<file path="config.mk">
export PLATFORM = sky130hd
export DESIGN_NAME = mesh_router_rr_flat
export DESIGN_NICKNAME = d
export VERILOG_FILES = /design/src/rtl/mesh_router_rr_if.sv /design/src/rtl/mesh_router_rr.sv /design/src/flat_wrapper.sv
export SDC_FILE = /design/constraint.sdc
export NUM_CORES = 2
export LEC_CHECK = 0
export CAP_MARGIN = 25
export CORE_MARGIN = 2
export CORE_UTILIZATION = 51
export DETAILED_ROUTE_END_ITERATION = 10
export GPL_TIMING_DRIVEN = 0
export PLACE_DENSITY_LB_ADDON = 0.12
export SLEW_MARGIN = 20
export SYNTH_ARGS = -nofsm -noshare
export SYNTH_HDL_FRONTEND = slang
export SYNTH_SLANG_ARGS = --single-unit
</file>
<file path="constraint.sdc">
create_clock -name clk -period 11.9 [get_ports clk]
set_input_delay 2.38 -clock clk [delete_from_list [all_inputs] [get_ports clk]]
set_output_delay 2.38 -clock clk [all_outputs]
set_load 0.02 [all_outputs]
</file>
<file path="src/rtl/mesh_router_rr_if.sv">
// Port bundle between a mesh router and its five neighbours (self, N, S, E, W).
// Messages are packed per port; fifo_count reports per-port input FIFO occupancy.
interface mesh_router_rr_if #(
   parameter int MSG_WIDTH  = 64,
   parameter int FIFO_DEPTH = 4
);
   localparam int CNT_W = $clog2(FIFO_DEPTH) + 1;

   logic [5*MSG_WIDTH-1:0] in_value;
   logic [4:0]             in_valid;
   logic [4:0]             in_ready;
   logic [5*MSG_WIDTH-1:0] out_value;
   logic [4:0]             out_valid;
   logic [4:0]             out_ready;
   logic [5*CNT_W-1:0]     fifo_count;

   modport slave (
      input  in_value, in_valid, out_ready,
      output in_ready, out_value, out_valid, fifo_count
   );

   modport master (
      output in_value, in_valid, out_ready,
      input  in_ready, out_value, out_valid, fifo_count
   );
endinterface

</file>
<file path="src/rtl/mesh_router_rr.sv">
// Five-port mesh router: FWFT input FIFOs, one round-robin arbiter, XY unicast
// routing and a neighbour broadcast engine feeding registered output slots.
module mesh_router_rr #(
   parameter int MSG_WIDTH       = 64,
   parameter int CORDINATE_WIDTH = 4,
   parameter int FIFO_DEPTH      = 4,
   parameter int GRID_ROWS       = 8,
   parameter int GRID_COLS       = 8
) (
   input  logic                       clk,
   input  logic                       reset,
   input  logic [CORDINATE_WIDTH-1:0] ROW_ID,
   input  logic [CORDINATE_WIDTH-1:0] COL_ID,
   mesh_router_rr_if.slave            bus
);
   localparam int PTR_W = $clog2(FIFO_DEPTH);
   localparam int CNT_W = PTR_W + 1;
   localparam int CW    = CORDINATE_WIDTH;
   localparam int PAY_W = MSG_WIDTH - 2 * CW;

   localparam logic [2:0] P_SELF = 3'd0;
   localparam logic [2:0] P_N    = 3'd1;
   localparam logic [2:0] P_S    = 3'd2;
   localparam logic [2:0] P_E    = 3'd3;
   localparam logic [2:0] P_W    = 3'd4;

   localparam logic [CNT_W-1:0] FULL_CNT = CNT_W'(FIFO_DEPTH);
   localparam logic [CW-1:0]    LAST_ROW = CW'(GRID_ROWS - 1);
   localparam logic [CW-1:0]    LAST_COL = CW'(GRID_COLS - 1);

   typedef enum logic {IDLE, BCAST} state_t;

   logic [MSG_WIDTH-1:0] mem_q [5][FIFO_DEPTH];
   logic [PTR_W-1:0]     rd_ptr_q [5];
   logic [PTR_W-1:0]     wr_ptr_q [5];
   logic [CNT_W-1:0]     cnt_q [5];
   logic [MSG_WIDTH-1:0] out_val_q [5];
   logic [MSG_WIDTH-1:0] out_val_d [5];
   logic [4:0]           out_vld_q, out_vld_d;
   logic [2:0]           rr_q, rr_d;
   logic [2:0]           bc_port_q, bc_port_d;
   logic [4:0]           pend_q, pend_d;
   state_t               state_q, state_d;

   logic [4:0]           nonempty, free, push, pop, load, bc_req;
   logic                 grant_vld;
   logic [2:0]           grant, uni_dir;
   logic [MSG_WIDTH-1:0] head;
   logic [CW-1:0]        dst_row, dst_col;
   logic [PAY_W-1:0]     payload;
   logic                 is_bcast;
   logic [MSG_WIDTH-1:0] bc_msg [5];

   function automatic logic [2:0] next_port(input logic [2:0] p);
      return (p == 3'd4) ? 3'd0 : p + 3'd1;
   endfunction

   always_comb begin
      nonempty = '0;
      free     = '0;
      for (int p = 0; p < 5; p++) begin
         nonempty[p] = (cnt_q[p] != '0);
         free[p]     = ~out_vld_q[p] | bus.out_ready[p];
      end
   end

   // A full FIFO whose head leaves this cycle can take a new word in the same cycle.
   always_comb begin
      bus.in_ready = '0;
      for (int p = 0; p < 5; p++) begin
         bus.in_ready[p] = (cnt_q[p] != FULL_CNT) | pop[p];
      end
      push = bus.in_valid & bus.in_ready;
   end

   always_comb begin
      int idx;
      idx       = 0;
      grant_vld = 1'b0;
      grant     = bc_port_q;
      if (state_q == BCAST) begin
         grant_vld = 1'b1;
      end else begin
         // Scan from the far end so the port nearest the pointer wins last.
         for (int k = 4; k >= 0; k--) begin
            idx = int'(rr_q) + k;
            if (idx >= 5) idx = idx - 5;
            if (nonempty[idx]) begin
               grant_vld = 1'b1;
               grant     = 3'(idx);
            end
         end
      end
   end

   always_comb begin
      head     = mem_q[grant][rd_ptr_q[grant]];
      dst_row  = head[MSG_WIDTH-1 -: CW];
      dst_col  = head[MSG_WIDTH-CW-1 -: CW];
      payload  = head[PAY_W-1:0];
      is_bcast = &dst_row;

      if (dst_row == ROW_ID && dst_col == COL_ID) uni_dir = P_SELF;
      else if (dst_row < ROW_ID)                  uni_dir = P_N;
      else if (dst_row > ROW_ID)                  uni_dir = P_S;
      else if (dst_col > COL_ID)                  uni_dir = P_E;
      else                                        uni_dir = P_W;

      bc_req      = '0;
      bc_req[P_N] = dst_col[3] && (ROW_ID != '0);
      bc_req[P_E] = dst_col[2] && (COL_ID != LAST_COL);
      bc_req[P_W] = dst_col[1] && (COL_ID != '0);
      bc_req[P_S] = dst_col[0] && (ROW_ID != LAST_ROW);

      for (int p = 0; p < 5; p++) bc_msg[p] = head;
      bc_msg[P_N] = {ROW_ID - CW'(1), COL_ID, payload};
      bc_msg[P_S] = {ROW_ID + CW'(1), COL_ID, payload};
      bc_msg[P_E] = {ROW_ID, COL_ID + CW'(1), payload};
      bc_msg[P_W] = {ROW_ID, COL_ID - CW'(1), payload};
   end

   always_comb begin
      out_val_d = out_val_q;
      out_vld_d = out_vld_q & ~bus.out_ready;
      load      = '0;
      pop       = '0;
      rr_d      = rr_q;
      state_d   = state_q;
      pend_d    = pend_q;
      bc_port_d = bc_port_q;

      if (grant_vld) begin
         if (state_q == BCAST) begin
            load   = pend_q & free;
            pend_d = pend_q & ~free;
            if (pend_d == '0) begin
               pop[grant] = 1'b1;
               rr_d       = next_port(grant);
               state_d    = IDLE;
            end
         end else if (is_bcast) begin
            // An all-suppressed broadcast falls through here and is simply dropped.
            load = bc_req & free;
            if ((bc_req & ~free) == '0) begin
               pop[grant] = 1'b1;
               rr_d       = next_port(grant);
            end else begin
               pend_d    = bc_req & ~free;
               bc_port_d = grant;
               state_d   = BCAST;
            end
         end else if (free[uni_dir]) begin
            load[uni_dir] = 1'b1;
            pop[grant]    = 1'b1;
            rr_d          = next_port(grant);
         end
      end

      for (int p = 0; p < 5; p++) begin
         if (load[p]) begin
            out_val_d[p] = is_bcast ? bc_msg[p] : head;
            out_vld_d[p] = 1'b1;
         end
      end
   end

   always_ff @(posedge clk or posedge reset) begin
      if (reset) begin
         for (int p = 0; p < 5; p++) begin
            rd_ptr_q[p]  <= '0;
            wr_ptr_q[p]  <= '0;
            cnt_q[p]     <= '0;
            out_val_q[p] <= '0;
         end
         out_vld_q <= '0;
         rr_q      <= '0;
         bc_port_q <= '0;
         pend_q    <= '0;
         state_q   <= IDLE;
      end else begin
         for (int p = 0; p < 5; p++) begin
            if (push[p]) wr_ptr_q[p] <= wr_ptr_q[p] + PTR_W'(1);
            if (pop[p])  rd_ptr_q[p] <= rd_ptr_q[p] + PTR_W'(1);
            cnt_q[p]     <= cnt_q[p] + CNT_W'(push[p]) - CNT_W'(pop[p]);
            out_val_q[p] <= out_val_d[p];
         end
         out_vld_q <= out_vld_d;
         rr_q      <= rr_d;
         bc_port_q <= bc_port_d;
         pend_q    <= pend_d;
         state_q   <= state_d;
      end
   end

   always_ff @(posedge clk) begin
      for (int p = 0; p < 5; p++) begin
         if (push[p]) mem_q[p][wr_ptr_q[p]] <= bus.in_value[p*MSG_WIDTH +: MSG_WIDTH];
      end
   end

   always_comb begin
      bus.out_value  = '0;
      bus.fifo_count = '0;
      for (int p = 0; p < 5; p++) begin
         bus.out_value[p*MSG_WIDTH +: MSG_WIDTH] = out_val_q[p];
         bus.fifo_count[p*CNT_W +: CNT_W]        = cnt_q[p];
      end
      bus.out_valid = out_vld_q;
   end
endmodule

</file>
<file path="src/flat_wrapper.sv">
// flat-port wrapper written by rule: the top's interface ports become plain ports
module mesh_router_rr_flat 
#(
   parameter int MSG_WIDTH       = 64,
   parameter int CORDINATE_WIDTH = 4,
   parameter int FIFO_DEPTH      = 4,
   parameter int GRID_ROWS       = 8,
   parameter int GRID_COLS       = 8
)
  (clk, reset, ROW_ID, COL_ID, bus_in_value, bus_in_valid, bus_out_ready, bus_in_ready, bus_out_value, bus_out_valid, bus_fifo_count);
  mesh_router_rr_if #(.MSG_WIDTH(MSG_WIDTH), .FIFO_DEPTH(FIFO_DEPTH)) bus_i ();
  input  logic clk;
  input  logic reset;
  input  logic [CORDINATE_WIDTH-1:0] ROW_ID;
  input  logic [CORDINATE_WIDTH-1:0] COL_ID;
  input wire logic [$bits(bus_i.in_value)-1:0] bus_in_value;
  input wire logic [$bits(bus_i.in_valid)-1:0] bus_in_valid;
  input wire logic [$bits(bus_i.out_ready)-1:0] bus_out_ready;
  output wire logic [$bits(bus_i.in_ready)-1:0] bus_in_ready;
  output wire logic [$bits(bus_i.out_value)-1:0] bus_out_value;
  output wire logic [$bits(bus_i.out_valid)-1:0] bus_out_valid;
  output wire logic [$bits(bus_i.fifo_count)-1:0] bus_fifo_count;
  assign bus_i.in_value = bus_in_value;
  assign bus_i.in_valid = bus_in_valid;
  assign bus_i.out_ready = bus_out_ready;
  assign bus_in_ready = bus_i.in_ready;
  assign bus_out_value = bus_i.out_value;
  assign bus_out_valid = bus_i.out_valid;
  assign bus_fifo_count = bus_i.fifo_count;
  mesh_router_rr #(.MSG_WIDTH(MSG_WIDTH), .CORDINATE_WIDTH(CORDINATE_WIDTH), .FIFO_DEPTH(FIFO_DEPTH), .GRID_ROWS(GRID_ROWS), .GRID_COLS(GRID_COLS)) u_core (.clk(clk), .reset(reset), .ROW_ID(ROW_ID), .COL_ID(COL_ID), .bus(bus_i));
endmodule
</file>
-- Word level (Yosys, flattened, before mapping)
Memories as Yosys holds them, arrays and structs flattened.
Index checks and enable logic that the tools add are counted.
- flip-flop bits (word level): 372
- memory bits (writable): 1280
- bits of input ports: 340
- output and inout bits: 345
- logic and storage cells: 266
- memories kept: 1
- memory list (name ; words ; bits a word ; rd ports ; clocked after memory_dff ; wr ports ; line ; text):
    u_core.mem_q ; 5 ; 256 ; 1 ; 0 ; 5 ; mesh_router_rr.sv:33 ; logic [MSG_WIDTH-1:0] mem_q [5][FIFO_DEPTH];
- add/sub/neg operators: 34
- magnitude comparators: 29
- equal/unequal tests: 13
- muxes and demuxes: 105
- bitwise operators: 32
- reductions and logical operators: 27
- operators by type and width (operator ; number):
    $mux 256 ; 5
    $mux 64 ; 11
    $demux 64 s2 ; 5
    $mux 32 ; 10
    $lt 32x5->1 const B ; 5
    $bmux 64 s2 ; 1
    $ge 32x4->1 const B ; 4
    $sub 32x4->32 const B ; 4
    $mux 5 ; 13
    $mux 3 ; 16
    $mux 1 ; 33
    $and 5x5->5 ; 6
    $ge 3x3->1 const B ; 7
    $add 2x1->2 const B ; 10
    $bmux 1 s3 ; 6
    $not 2->3 ; 6
    $reduce_bool 3->1 ; 6
    $add 3x1->3 ; 5
    $lt 3x1->1 const B ; 5
    $ne 3x3->1 const B ; 5
    $sub 3x1->3 ; 5
    $logic_and 1x1->1 ; 12
    $logic_not 5->1 ; 2
    $not 5->5 ; 2
    other kinds (29) ; 56

-- Depth between registers and ports, before layout
- word-level depth: 36
- depth in mapped cells: 40
- depth with buffers taken out: 37

-- Worst setup path before layout
OpenSTA, ideal clock, no wires.
- path kind: flip-flop to flip-flop
- start point: reg u_core.rr_q[1]
- end point: mem u_core.mem_q[0][0] (netlist name) (enable)
- library setup time: 0.487 ns
- arrival: 9.685 ns
- data required time: 11.413 ns
- setup slack: 1.729 ns
- cell stages (with the launch flop): 34
- path buffers: 4
- period minus slack after synthesis: 10.171 ns
- cell sequence: dfrtp_1 -> clkbuf_1 -> inv_1 -> ha_1 -> ha_1 -> nor2b_1 -> a22o_1 -> or2_1 -> a2111oi_2 -> a2111o_1 -> a311oi_2 -> o21ai_2 -> buf_2 -> buf_2 -> buf_2 -> mux2_2 -> o221ai_1 -> mux2i_1 -> mux2i_1 -> inv_1 -> ha_1 -> nor2b_1 -> o21a_1 -> o21a_1 -> o21ai_0 -> nor2_1 -> a21oi_1 -> o21ai_0 -> a222oi_1 -> inv_1 -> nor3_1 -> a31o_2 -> a41oi_2 -> nor2_1
- RTL lines (what ; line ; text):
    start, declared ; mesh_router_rr.sv:40 ; logic [2:0] rr_q, rr_d;
    start signal, assigned ; mesh_router_rr.sv:188 ; rr_q <= rr_d;
    end, declared ; mesh_router_rr.sv:33 ;

==> impl_metrics.json <==
{
  "status": "complete, but fails checks",
  "violations": "DRC",
  "synth.yosys.seq_area_share_pct": 71.3,
  "dr.first_iter.drc_count": 7226,
  "drc": 2,
  "pin_count": 685,
  "vias_per_cell": 6.28,
  "crit_arrival_ns": 9.09,
  "synthArstFlopShare_pct": 22.5,
  "startpoint_type": "register",
  "critical_path.slowest_cell": "clkdlybuf4s50_1",
  "worst_pin_slew_ns": 1.17,
  "slew_headroom_pct": 22.2,
  "synth_seq_cells": 1652,
  "slew_violations": 0,
  "cp.required_ns": 9.52,
  "hold_viol": 0,
  "cts.clk_slew.worst_paths_ns": 0.06,
  "drt-pass1-iter-count": 9,
  "clock_sinks": 1652,
  "finalSetupViolCount": 0,
  "rsz0062_at_grt": "no",
  "grt_pass1_wl_um": 352000,
  "grt_overflow": 0,
  "initial_core_util_pct": 51.5,
  "dp_hpwl_um": 187000,
  "cts_tree": "yes",
  "critPathKind": "register to output port",
  "holdBufCountCts": 0,
  "final_core_util_pct": 64.7,
  "crit_buf_inv": 6,
  "fin_crit_sh_pct": 96.4,
  "synth_nets": 5314,
  "fillers": 9675,
  "port_buffers": 682,
  "grt_usage_pct": 37.4,
  "ant_nets": 0,
  "hold_path_class": "register to register",
  "finalNetCount": 6294,
  "fp.dieH_um": 366,
  "root_buffer": "clkbuf_16",
  "slowest_delay_ns": 0.69,
  "coreArea_mm2": 0.130,
  "syn-instance-count": 4914,
  "wire_per_inst_um": 32.8,
  "cts_buffers": 169,
  "place_area_mm2": 0.0780,
  "fmax_mhz": 87.2,
  "antenna_found_initial": 45,
  "fin_crit_ns": 11.47,
  "synth_area_per_cell_um2": 13.6,
  "final_area_mm2": 0.0841,
  "worstPathMaxFanout": 10,
  "worstSkewPairLatency_ns": 0.82,
  "place_inst": 7431,
  "maxCapViolations": 0,
  "die_area_mm2": 0.134,
  "finalNonFillerCells": 7789,
  "wirelength_um": 255000,
  "synthToLayoutAreaGrowth_pct": 25.6,
  "ctsLongestPathBuffers": 3,
  "rrSetupSlack_ns": 2.41,
  "grt_pass1_vias": 46700,
  "num_rows": 132,
  "grt_max_degree": 40,
  "end_kind": "output port",
  "drive_gt1_share_pct": 11.7,
  "worst_slack_ns": 0.431,
  "synth_warnings": 0,
  "h-tree-depth": 4,
  "synth_cell_types": 82,
  "ys.flop_type": "edfxtp_1",
  "synth_edf_count": 1280,
  "gp_congestion": 0.938,
  "worst_clock_skew_ns": 0.0417,
  "route.vias.total": 48900,
  "die_x_um": 366,
  "path_delay_family": "compound AO/OA/AOI/OAI gates",
  "dp_slack_ns": -1.82,
  "netlist_area_mm2": 0.0670
}
[synthesized netlist by cell type, drive strengths merged (32+ instances only)]
library cell	n	area share (%)
edfxtp	1280	57
a21oi	194	1.4
dfrtp	372	14
buf	65	0.53
clkbuf	241	1.4
mux2i	56	0.84
nand3	307	2.3
o211ai	57	0.64
mux2	331	5.6
nand2	1015	5.7
a311oi	155	2.0
a22oi	47	0.53
inv	96	0.54
o21ai	114	0.86
a31oi	32	0.30
nor2	134	0.77
ha	54	1.0
and3	76	0.71
[worst register-to-register path: cells and delay by family, from the launching register on]
kind | cells | cell delay [ns]
AO/OA/AOI/OAI | 11 | 3.14
AND/OR/NAND/NOR | 7 | 2.01
buffers and inverters | 8 | 1.96
adder cells (fa/ha/maj) | 3 | 0.92
multiplexers | 2 | 0.70
flip-flops | 1 | 0.43
[stage by stage]
stage               hold WS [ns]  setup TNS, ns
floorplan                  0.436              0
global placement           0.451       -5007.80
detailed placement         0.457          -6.79
CTS                        0.466              0
global route               0.493              0
finish                     0.474              0
[placed cells by master, fill, tap and decap left out, types with 45 or more instances in the layout]
cell type,instances
o211ai_1,57
a21oi_1,188
clkbuf_1,275
a311oi_1,152
clkbuf_16,173
mux2i_1,49
dfrtp_1,370
clkdlybuf4s50_1,679
o21ai_0,85
mux2_1,133
edfxtp_1,1280
a22oi_1,45
ha_1,52
buf_12,51
nand2_1,1015
nor2_1,116
mux2_2,198
nand3_1,307
inv_1,90
and3_1,76
[registers in the layout, indices dropped and copies added (netlist names)]
| name | cells |
|---|---|
| u_core.bus.out_value | 320 |
| u_core.bus.out_valid | 5 |
| u_core.state_q | 1 |
| u_core.bc_port_q | 3 |
| u_core.rr_q | 3 |
| u_core.pend_q | 5 |
| u_core.bus.fifo_count | 15 |
| u_core.wr_ptr_q | 10 |
| u_core.rd_ptr_q | 10 |
| u_core.mem_q | 1280 |
[area by class of cell]
type	instances	area, um2	share of cell area, %
clock inverter	73	716	0.851
tap	1742	2180	2.59
sequential	1652	47700	56.8
clock buffer	231	4680	5.56
antenna	20	50.0	0.0595
timing repair buffer	810	9030	10.7
buffer	305	1300	1.54
inverter	96	370	0.440
multi-input combinational	2860	18000	21.5
[timing repair]
item                       CTS  global route
resized for setup           59            24
buffers inserted            13            16
setup endpoints to repair    6             5
pin swaps                   10             9
[path summary, 6_finish.rpt]
check / endpoint / from / cells past startpoint
max in group asynchronous: u_core.wr_ptr_q[8]$_DFFE_PP0P_ / reset / 6
min in group asynchronous: u_core.bus.out_value[86]$_DFFE_PP0P_ / reset / 2
setup reg to reg: u_core.mem_q[3][193]$_DFFE_PP_ / u_core.rr_q[1]$_DFFE_PP0P_ / 31
hold reg to reg: u_core.rd_ptr_q[7]$_DFFE_PP0P_ / u_core.rd_ptr_q[7]$_DFFE_PP0P_ / 1
setup / recovery: bus_in_ready[1] / u_core.rr_q[1]$_DFFE_PP0P_ / 28
hold / removal: u_core.rd_ptr_q[7]$_DFFE_PP0P_ / u_core.rd_ptr_q[7]$_DFFE_PP0P_ / 1
[cell families after synthesis]
logic type / count (synthesis) / share of synthesized area [%]
AOI/OAI and AO/OA: 743 / 7.73
xor gates and xnor gates: 34 / 0.445
adders and majority gates: 60 / 1.19
buffers and inverters: 402 / 2.42
DFF: 1652 / 71.3
muxes: 389 / 6.47
and+or+nand+nor: 1634 / 10.5
[metal layers]
layer | part of all wire [%] | track usage (%) | vias up
met2 | 45 | 57.3 | 3833
li1 | - | - | 20200
met1 | 36 | 47.8 | 24200
met3 | 14 | 12.9 | 671
met5 | 0.081 | 0 | -
met4 | 5.2 | 17.8 | 32
Power is left out: the tool's default activity adds up to more than one toggle a clock period on the data nets, which glitch-free logic cannot reach.
